--- config.mk ---
export PLATFORM = sky130hd
export DESIGN_NAME = nbit_sr_arb_flat
export DESIGN_NICKNAME = d
export VERILOG_FILES = /design/src/rtl/nbit_sr_arb_if.sv /design/src/rtl/nbit_sr_arb.sv /design/src/flat_wrapper.sv
export SDC_FILE = /design/constraint.sdc
export NUM_CORES = 1
export LEC_CHECK = 0
export ABC_AREA = 0
export CAP_MARGIN = 20
export CORE_MARGIN = 4
export CORE_UTILIZATION = 46
export CTS_CLUSTER_SIZE = 10
export DETAILED_ROUTE_END_ITERATION = 6
export GPL_TIMING_DRIVEN = 0
export PLACE_DENSITY = 0.88
export SYNTH_ARGS = -nofsm -noshare
export SYNTH_HDL_FRONTEND = slang
export SYNTH_SLANG_ARGS = --single-unit
--- constraint.sdc ---
create_clock -name clk -period 4.5 [get_ports clk]
set_clock_uncertainty 0.05 [all_clocks]
set_input_delay 0.45 -clock clk [delete_from_list [all_inputs] [get_ports clk]]
set_output_delay 0.45 -clock clk [all_outputs]
set_load 0.03 [all_outputs]
--- src/rtl/nbit_sr_arb_if.sv ---
// Bus bundle between the requesters/delay line and the nbit_sr_arb arbiter.
// Handshake: requester i transfers its vector in a cycle where
// req_vld[i] & req_rdy[i] are both high at the rising clock edge; req_rdy is
// one-hot or zero and may depend combinationally on req_vld, so a requester
// must never wait for req_rdy before raising req_vld. rsp_vld carries no
// back-pressure: a response is delivered in exactly the cycle it is shown.
interface nbit_sr_arb_if #(
    parameter int DSIZE = 1,
    parameter int VEC   = 10,
    parameter int NREQ  = 4
);
    localparam int W = VEC * DSIZE;

    logic [NREQ-1:0]   req_vld;
    logic [NREQ*W-1:0] req_data;
    logic [NREQ-1:0]   req_rdy;
    logic [W-1:0]      sr_din;
    logic [W-1:0]      sr_dout;
    logic [NREQ-1:0]   rsp_vld;
    logic [W-1:0]      rsp_data;
    logic              drain_req;
    logic              drain_done;
    logic              busy;

    // Requester / delay-line side
    modport master (
        output req_vld, req_data, sr_dout, drain_req,
        input  req_rdy, sr_din, rsp_vld, rsp_data, drain_done, busy
    );

    // Arbiter side
    modport slave (
        input  req_vld, req_data, sr_dout, drain_req,
        output req_rdy, sr_din, rsp_vld, rsp_data, drain_done, busy
    );
endinterface

--- src/rtl/nbit_sr_arb.sv ---
// nbit_sr_arb: round-robin arbiter sharing one external DLY-deep multi-lane
// delay line among NREQ requesters. A tag pipeline of the same depth follows
// each vector so its exit is steered back to the owner. Per-requester
// outstanding limit (MAX_OUT) and a RUN/DRAIN/HALT sequence for orderly stop.
// Optional macro NBIT_SR_ARB_STATS_EN adds saturating grant_cnt/block_cnt.
module nbit_sr_arb #(
    parameter int DSIZE   = 1,
    parameter int VEC     = 10,
    parameter int DLY     = 1,
    parameter int NREQ    = 4,
    parameter int MAX_OUT = 2
) (
    input  logic               clk,
    input  logic               rst_b,
    nbit_sr_arb_if.slave       bus,
    output logic [1:0]         fsm_state
`ifdef NBIT_SR_ARB_STATS_EN
    ,
    output logic [31:0]        grant_cnt,
    output logic [31:0]        block_cnt
`endif
);
    localparam int W  = VEC * DSIZE;
    localparam int IW = (NREQ > 1) ? $clog2(NREQ) : 1;
    localparam int CW = $clog2(MAX_OUT + 1);

    typedef enum logic [1:0] {
        ST_RUN   = 2'd0,
        ST_DRAIN = 2'd1,
        ST_HALT  = 2'd2
    } state_t;

    state_t            state;
    logic              drain_done_q;
    logic [IW-1:0]     ptr;
    logic [CW-1:0]     cnt [NREQ];
    logic [DLY-1:0]    tag_vld;
    logic [IW-1:0]     tag_idx [DLY];

    logic [NREQ-1:0]   rsp_vld_w;
    logic              busy_w;
    logic [NREQ-1:0]   elig;
    logic              grant_found;
    logic [IW-1:0]     grant_idx;
    logic [NREQ-1:0]   req_rdy_w;
    logic [W-1:0]      sr_din_w;
    logic [IW-1:0]     next_ptr;

    // Decode the last tag stage into the one-hot response strobe
    always_comb begin
        rsp_vld_w = '0;
        if (tag_vld[DLY-1]) rsp_vld_w[tag_idx[DLY-1]] = 1'b1;
    end

    assign busy_w = |tag_vld;

    // Eligibility; a response leaving this cycle frees its slot for a grant in the same cycle
    always_comb begin
        elig = '0;
        for (int i = 0; i < NREQ; i++) begin
            elig[i] = bus.req_vld[i] && rst_b && (state == ST_RUN) &&
                      ((cnt[i] < CW'(MAX_OUT)) || rsp_vld_w[i]);
        end
    end

    // Round-robin search starting at ptr, wrapping NREQ-1 -> 0
    always_comb begin
        int idx;
        idx         = 0;
        grant_found = 1'b0;
        grant_idx   = '0;
        for (int k = 0; k < NREQ; k++) begin
            idx = (int'(ptr) + k) % NREQ;
            if (!grant_found && elig[idx[IW-1:0]]) begin
                grant_found = 1'b1;
                grant_idx   = idx[IW-1:0];
            end
        end
    end

    // One-hot grant and the granted vector (zero bubble when idle)
    always_comb begin
        req_rdy_w = '0;
        sr_din_w  = '0;
        if (grant_found) begin
            req_rdy_w[grant_idx] = 1'b1;
            sr_din_w             = bus.req_data[grant_idx*W +: W];
        end
    end

    assign next_ptr = (grant_idx == IW'(NREQ - 1)) ? '0 : grant_idx + IW'(1);

    assign bus.req_rdy    = req_rdy_w;
    assign bus.sr_din     = sr_din_w;
    assign bus.rsp_vld    = rsp_vld_w;
    assign bus.rsp_data   = bus.sr_dout;
    assign bus.busy       = busy_w;
    assign bus.drain_done = drain_done_q;
    assign fsm_state      = state;

    // RUN/DRAIN/HALT sequencing; drain_done is registered alongside the state
    always_ff @(posedge clk) begin
        if (!rst_b) begin
            state        <= ST_RUN;
            drain_done_q <= 1'b0;
        end else begin
            case (state)
                ST_RUN: begin
                    if (bus.drain_req) state <= ST_DRAIN;
                    drain_done_q <= 1'b0;
                end
                ST_DRAIN: begin
                    if (!bus.drain_req) begin
                        state        <= ST_RUN;
                        drain_done_q <= 1'b0;
                    end else if (!busy_w) begin
                        state        <= ST_HALT;
                        drain_done_q <= 1'b1;
                    end else begin
                        drain_done_q <= 1'b0;
                    end
                end
                ST_HALT: begin
                    if (!bus.drain_req) begin
                        state        <= ST_RUN;
                        drain_done_q <= 1'b0;
                    end else begin
                        drain_done_q <= 1'b1;
                    end
                end
                default: begin
                    state        <= ST_RUN;
                    drain_done_q <= 1'b0;
                end
            endcase
        end
    end

    // Round-robin pointer advances past the winner, holds on idle cycles
    always_ff @(posedge clk) begin
        if (!rst_b) ptr <= '0;
        else if (grant_found) ptr <= next_ptr;
    end

    // Outstanding counters: +1 on grant, -1 on response, both = unchanged
    always_ff @(posedge clk) begin
        for (int i = 0; i < NREQ; i++) begin
            if (!rst_b) begin
                cnt[i] <= '0;
            end else if (req_rdy_w[i] && !rsp_vld_w[i]) begin
                cnt[i] <= cnt[i] + CW'(1);
            end else if (!req_rdy_w[i] && rsp_vld_w[i]) begin
                cnt[i] <= cnt[i] - CW'(1);
            end
        end
    end

    // Tag pipeline mirroring the external delay line depth
    always_ff @(posedge clk) begin
        if (!rst_b) begin
            tag_vld <= '0;
            for (int k = 0; k < DLY; k++) tag_idx[k] <= '0;
        end else begin
            tag_vld[0] <= grant_found;
            tag_idx[0] <= grant_idx;
            for (int k = 1; k < DLY; k++) begin
                tag_vld[k] <= tag_vld[k-1];
                tag_idx[k] <= tag_idx[k-1];
            end
        end
    end

`ifdef NBIT_SR_ARB_STATS_EN
    logic blocked;

    // A cycle is blocked when some valid requester sits at its limit
    always_comb begin
        blocked = 1'b0;
        for (int i = 0; i < NREQ; i++) begin
            if (bus.req_vld[i] && (cnt[i] == CW'(MAX_OUT))) blocked = 1'b1;
        end
    end

    // Saturating grant and blocked-cycle statistics
    always_ff @(posedge clk) begin
        if (!rst_b) begin
            grant_cnt <= '0;
            block_cnt <= '0;
        end else begin
            if (grant_found && (grant_cnt != 32'hFFFF_FFFF)) grant_cnt <= grant_cnt + 32'd1;
            if (blocked && (block_cnt != 32'hFFFF_FFFF)) block_cnt <= block_cnt + 32'd1;
        end
    end
`endif

endmodule

--- src/flat_wrapper.sv ---
// flat-port wrapper written by rule: the top's interface ports become plain ports
module nbit_sr_arb_flat 
#(
    parameter int DSIZE   = 1,
    parameter int VEC     = 10,
    parameter int DLY     = 1,
    parameter int NREQ    = 4,
    parameter int MAX_OUT = 2
)
  (clk, rst_b, fsm_state, bus_req_vld, bus_req_data, bus_sr_dout, bus_drain_req, bus_req_rdy, bus_sr_din, bus_rsp_vld, bus_rsp_data, bus_drain_done, bus_busy);
  nbit_sr_arb_if #(.DSIZE(DSIZE), .VEC(VEC), .NREQ(NREQ)) bus_i ();
  input  logic clk;
  input  logic rst_b;
  output logic [1:0] fsm_state;
  input wire logic [$bits(bus_i.req_vld)-1:0] bus_req_vld;
  input wire logic [$bits(bus_i.req_data)-1:0] bus_req_data;
  input wire logic [$bits(bus_i.sr_dout)-1:0] bus_sr_dout;
  input wire logic [$bits(bus_i.drain_req)-1:0] bus_drain_req;
  output wire logic [$bits(bus_i.req_rdy)-1:0] bus_req_rdy;
  output wire logic [$bits(bus_i.sr_din)-1:0] bus_sr_din;
  output wire logic [$bits(bus_i.rsp_vld)-1:0] bus_rsp_vld;
  output wire logic [$bits(bus_i.rsp_data)-1:0] bus_rsp_data;
  output wire logic [$bits(bus_i.drain_done)-1:0] bus_drain_done;
  output wire logic [$bits(bus_i.busy)-1:0] bus_busy;
  assign bus_i.req_vld = bus_req_vld;
  assign bus_i.req_data = bus_req_data;
  assign bus_i.sr_dout = bus_sr_dout;
  assign bus_i.drain_req = bus_drain_req;
  assign bus_req_rdy = bus_i.req_rdy;
  assign bus_sr_din = bus_i.sr_din;
  assign bus_rsp_vld = bus_i.rsp_vld;
  assign bus_rsp_data = bus_i.rsp_data;
  assign bus_drain_done = bus_i.drain_done;
  assign bus_busy = bus_i.busy;
  nbit_sr_arb #(.DSIZE(DSIZE), .VEC(VEC), .DLY(DLY), .NREQ(NREQ), .MAX_OUT(MAX_OUT)) u_core (.clk(clk), .rst_b(rst_b), .bus(bus_i), .fsm_state(fsm_state));
endmodule
==> out/metrics.cfg <==
[cts]
h-tree-depth = 1
clk_path_buf_depth = 2
insertion_delay_ps = 250
post_cts_buffers = 0
clk_pin_slew_ps = 60
cts_sinks = 16
cts_buffers = 3
cts.repair.resized = 0
cts-hold-fix-buffers = 0
root_buffer = clkbuf_8
cts_tree = done

[synth]
async_flop_share = 0
avgSynthCellArea_sq_um = 7.62
seq_area_frac_synth = 0.205
synthesis.nets = 318
syn_area_sq_um = 1950
synth-seq-cells = 16
synthCells = 256
synth_top_flop_cell = edfxtp_1
yosysUniqueCellTypes = 48
synth_edf_count = 8
yosys_warnings = 0

[sta]
hold_violations = 0
clock.fmax_mhz = 257
setup_tns_ps = 0
tightestPinTransition_ps = 529
slew_violations = 0
fin_crit_sh = 0.863
post-route-min-period_ps = 3890
setup_viol_count_final = 0
slew_headroom = 0.647
rsz0062_at_grt = false

[global_routing]
grt_max_degree = 11
first_global_vias = 2236
grt_use_met2 = 0.390
globalRouteOverflowTotal = 0
antenna_found_initial = 0
grt_pass1_wl_um = 10000
use_met3 = 0.0344
met1_usage = 0.303
globalRouteTotalUtil = 0.230
grt-busiest-layer = met2

[finish]
num_antenna_cells = 0
ff_latch_area_sq_um = 400
fillCellCount = 343
drive_above_1_share = 0.0890
final_nets = 400
syn2layout_area_growth_pct = 45.5
multiInputGateArea_sq_um = 1310

[route]
antenna_left = 0
drc = 0
vias = 2364
viasPerCell = 6.11
wl_per_cell_um = 16.2
dr.pass1.iters = 5
first_iter_violations = 278
drt_wl_total_um = 6260

[setup_path]
path_class = reg2out
worstPathMaxFanout = 10
end_kind = output pin
r2r_slack_ps = 1580
critPathLaunchType = flip-flop
required_ps = 4000
critPathArrivalTime_ps = 3390

[die]
dieWidth_um = 73.1
dieArea_sq_um = 5350
dieHeight_um = 73.1
num_rows = 23
core-area_sq_um = 4060
initial_core_util = 0.481
io_pins = 89

[status]
outcome = completed

[job]
cap_viol_max_count = 0

[place]
place_congestion = 0.869
port_buffers = 77
dp_hpwl_um = 4900

[pwr]
power_density_nw_per_um2 = 305
power_mw = 0.867
leakagePower_nw = 1.16
vdd_drop_max_mv = 0.169

[hold_path]
holdCritPathClass = reg2reg

==> kinds of logic after synthesis <==
logic type / Yosys count / synth area share
compound gates: 100 / 0.382
simple gates: 74 / 0.214
buf+inv: 52 / 0.124
flops: 16 / 0.205
xor+xnor: 5 / 0.0225
fa+ha+maj: 5 / 0.0321
mux: 4 / 0.0205
==> sequential cells by signal (all words and copies together), names as in the netlist <==
| name | cells |
|---|---|
| u_core.ptr | 2 |
| u_core.cnt | 8 |
| u_core.bus.drain_done | 1 |
| u_core.fsm_state | 2 |
| u_core.bus.busy | 1 |
| u_core.tag_idx | 2 |
==> worst max-delay path, cell delays in order (launching register included) <==
cell,delay (ps)
dfxtp_1,400
inv_1,100
ha_1,250
nand2_1,240
nor2_1,110
a22oi_1,260
clkbuf_1,450
o31ai_1,150
o31ai_1,400
o211ai_1,150
clkdlybuf4s50_1,630
==> synth_stat cells (all sizes together) (3+ instances only) <==
cell type / count / area share
a21oi: 14 / 0.038
and2: 5 / 0.016
buf: 17 / 0.056
clkbuf: 12 / 0.023
dfxtp: 8 / 0.082
edfxtp: 8 / 0.12
ha: 5 / 0.032
inv: 23 / 0.044
mux2i: 4 / 0.021
nand2: 15 / 0.029
nand3: 5 / 0.013
nand3b: 5 / 0.019
nand4: 11 / 0.035
nor2: 11 / 0.021
nor2b: 3 / 0.0096
nor4: 10 / 0.032
o211a: 15 / 0.077
o211ai: 14 / 0.059
o21ai: 19 / 0.049
o31ai: 20 / 0.077
xnor2: 3 / 0.013
==> worst paths after layout <==
kind,end,start,depth (start not counted)
worst max-delay path,bus_sr_din[9],u_core.fsm_state[1],10
worst min-delay path,u_core.fsm_state[0],u_core.fsm_state[0],2
worst max register to register,u_core.cnt[1][3],u_core.fsm_state[1],12
worst min register to register,u_core.fsm_state[0],u_core.fsm_state[0],2
==> report_power, final <==
part / switching [mW] / internal [mW]
sequential: 0.0210 / 0.177
clock: 0.0488 / 0.0776
combinational: 0.319 / 0.224
total: 0.388 / 0.478
==> per-stage QoR <==
| step | hold slack [ps] | area [sq um] | setup WS [ps] | utilization | cells |
|---|---|---|---|---|---|
| 2_1_floorplan | 498 | 1950 | 1530 | - | 256 |
| 3_3_place_gp | 509 | 2780 | 921 | 0.686 | 383 |
| 3_5_place_dp | 507 | 2780 | 910 | 0.686 | 383 |
| 4_1_cts | 518 | 2840 | 680 | 0.700 | 387 |
| 5_1_grt | 569 | 2840 | 334 | 0.700 | 387 |
| 6_report | 512 | 2840 | 615 | 0.700 | 387 |
==> routing by layer <==
layer / vias to the layer above / share of wire
li1: 1131 / -
met1: 1085 / 0.41
met2: 122 / 0.49
met3: 26 / 0.070
met4: 0 / 0.027
met5: - / 0
==> final cells by class <==
| type | instances | area share |
|---|---|---|
| multi-input cells | 188 | 0.461 |
| repair buffers | 77 | 0.271 |
| flip-flops and latches | 16 | 0.141 |
| plain buffers | 29 | 0.0546 |
| inverters | 23 | 0.0304 |
| well taps | 50 | 0.0220 |
| clock buffers | 4 | 0.0194 |
==> layout by cell type, fill, tap and decap left out, types with 3 or more instances in the layout <==
| cell | instances |
|---|---|
| buf_4 | 10 |
| o21ai_0 | 14 |
| nor4_1 | 10 |
| ha_1 | 5 |
| clkbuf_8 | 4 |
| nor2b_1 | 3 |
| dfxtp_1 | 8 |
| clkbuf_1 | 12 |
| a21oi_1 | 13 |
| inv_1 | 21 |
| nand3b_1 | 5 |
| nand3_1 | 5 |
| xnor2_1 | 3 |
| buf_2 | 7 |
| nand2_1 | 15 |
| o211a_1 | 15 |
| mux2i_1 | 4 |
| nor2_1 | 11 |
| clkdlybuf4s50_1 | 77 |
| and2_1 | 5 |
| o31ai_1 | 20 |
| o21ai_1 | 5 |
| nand4_1 | 11 |
| edfxtp_1 | 8 |
| o211ai_1 | 12 |
No activity file was read; power rests on OpenSTA's default activity.
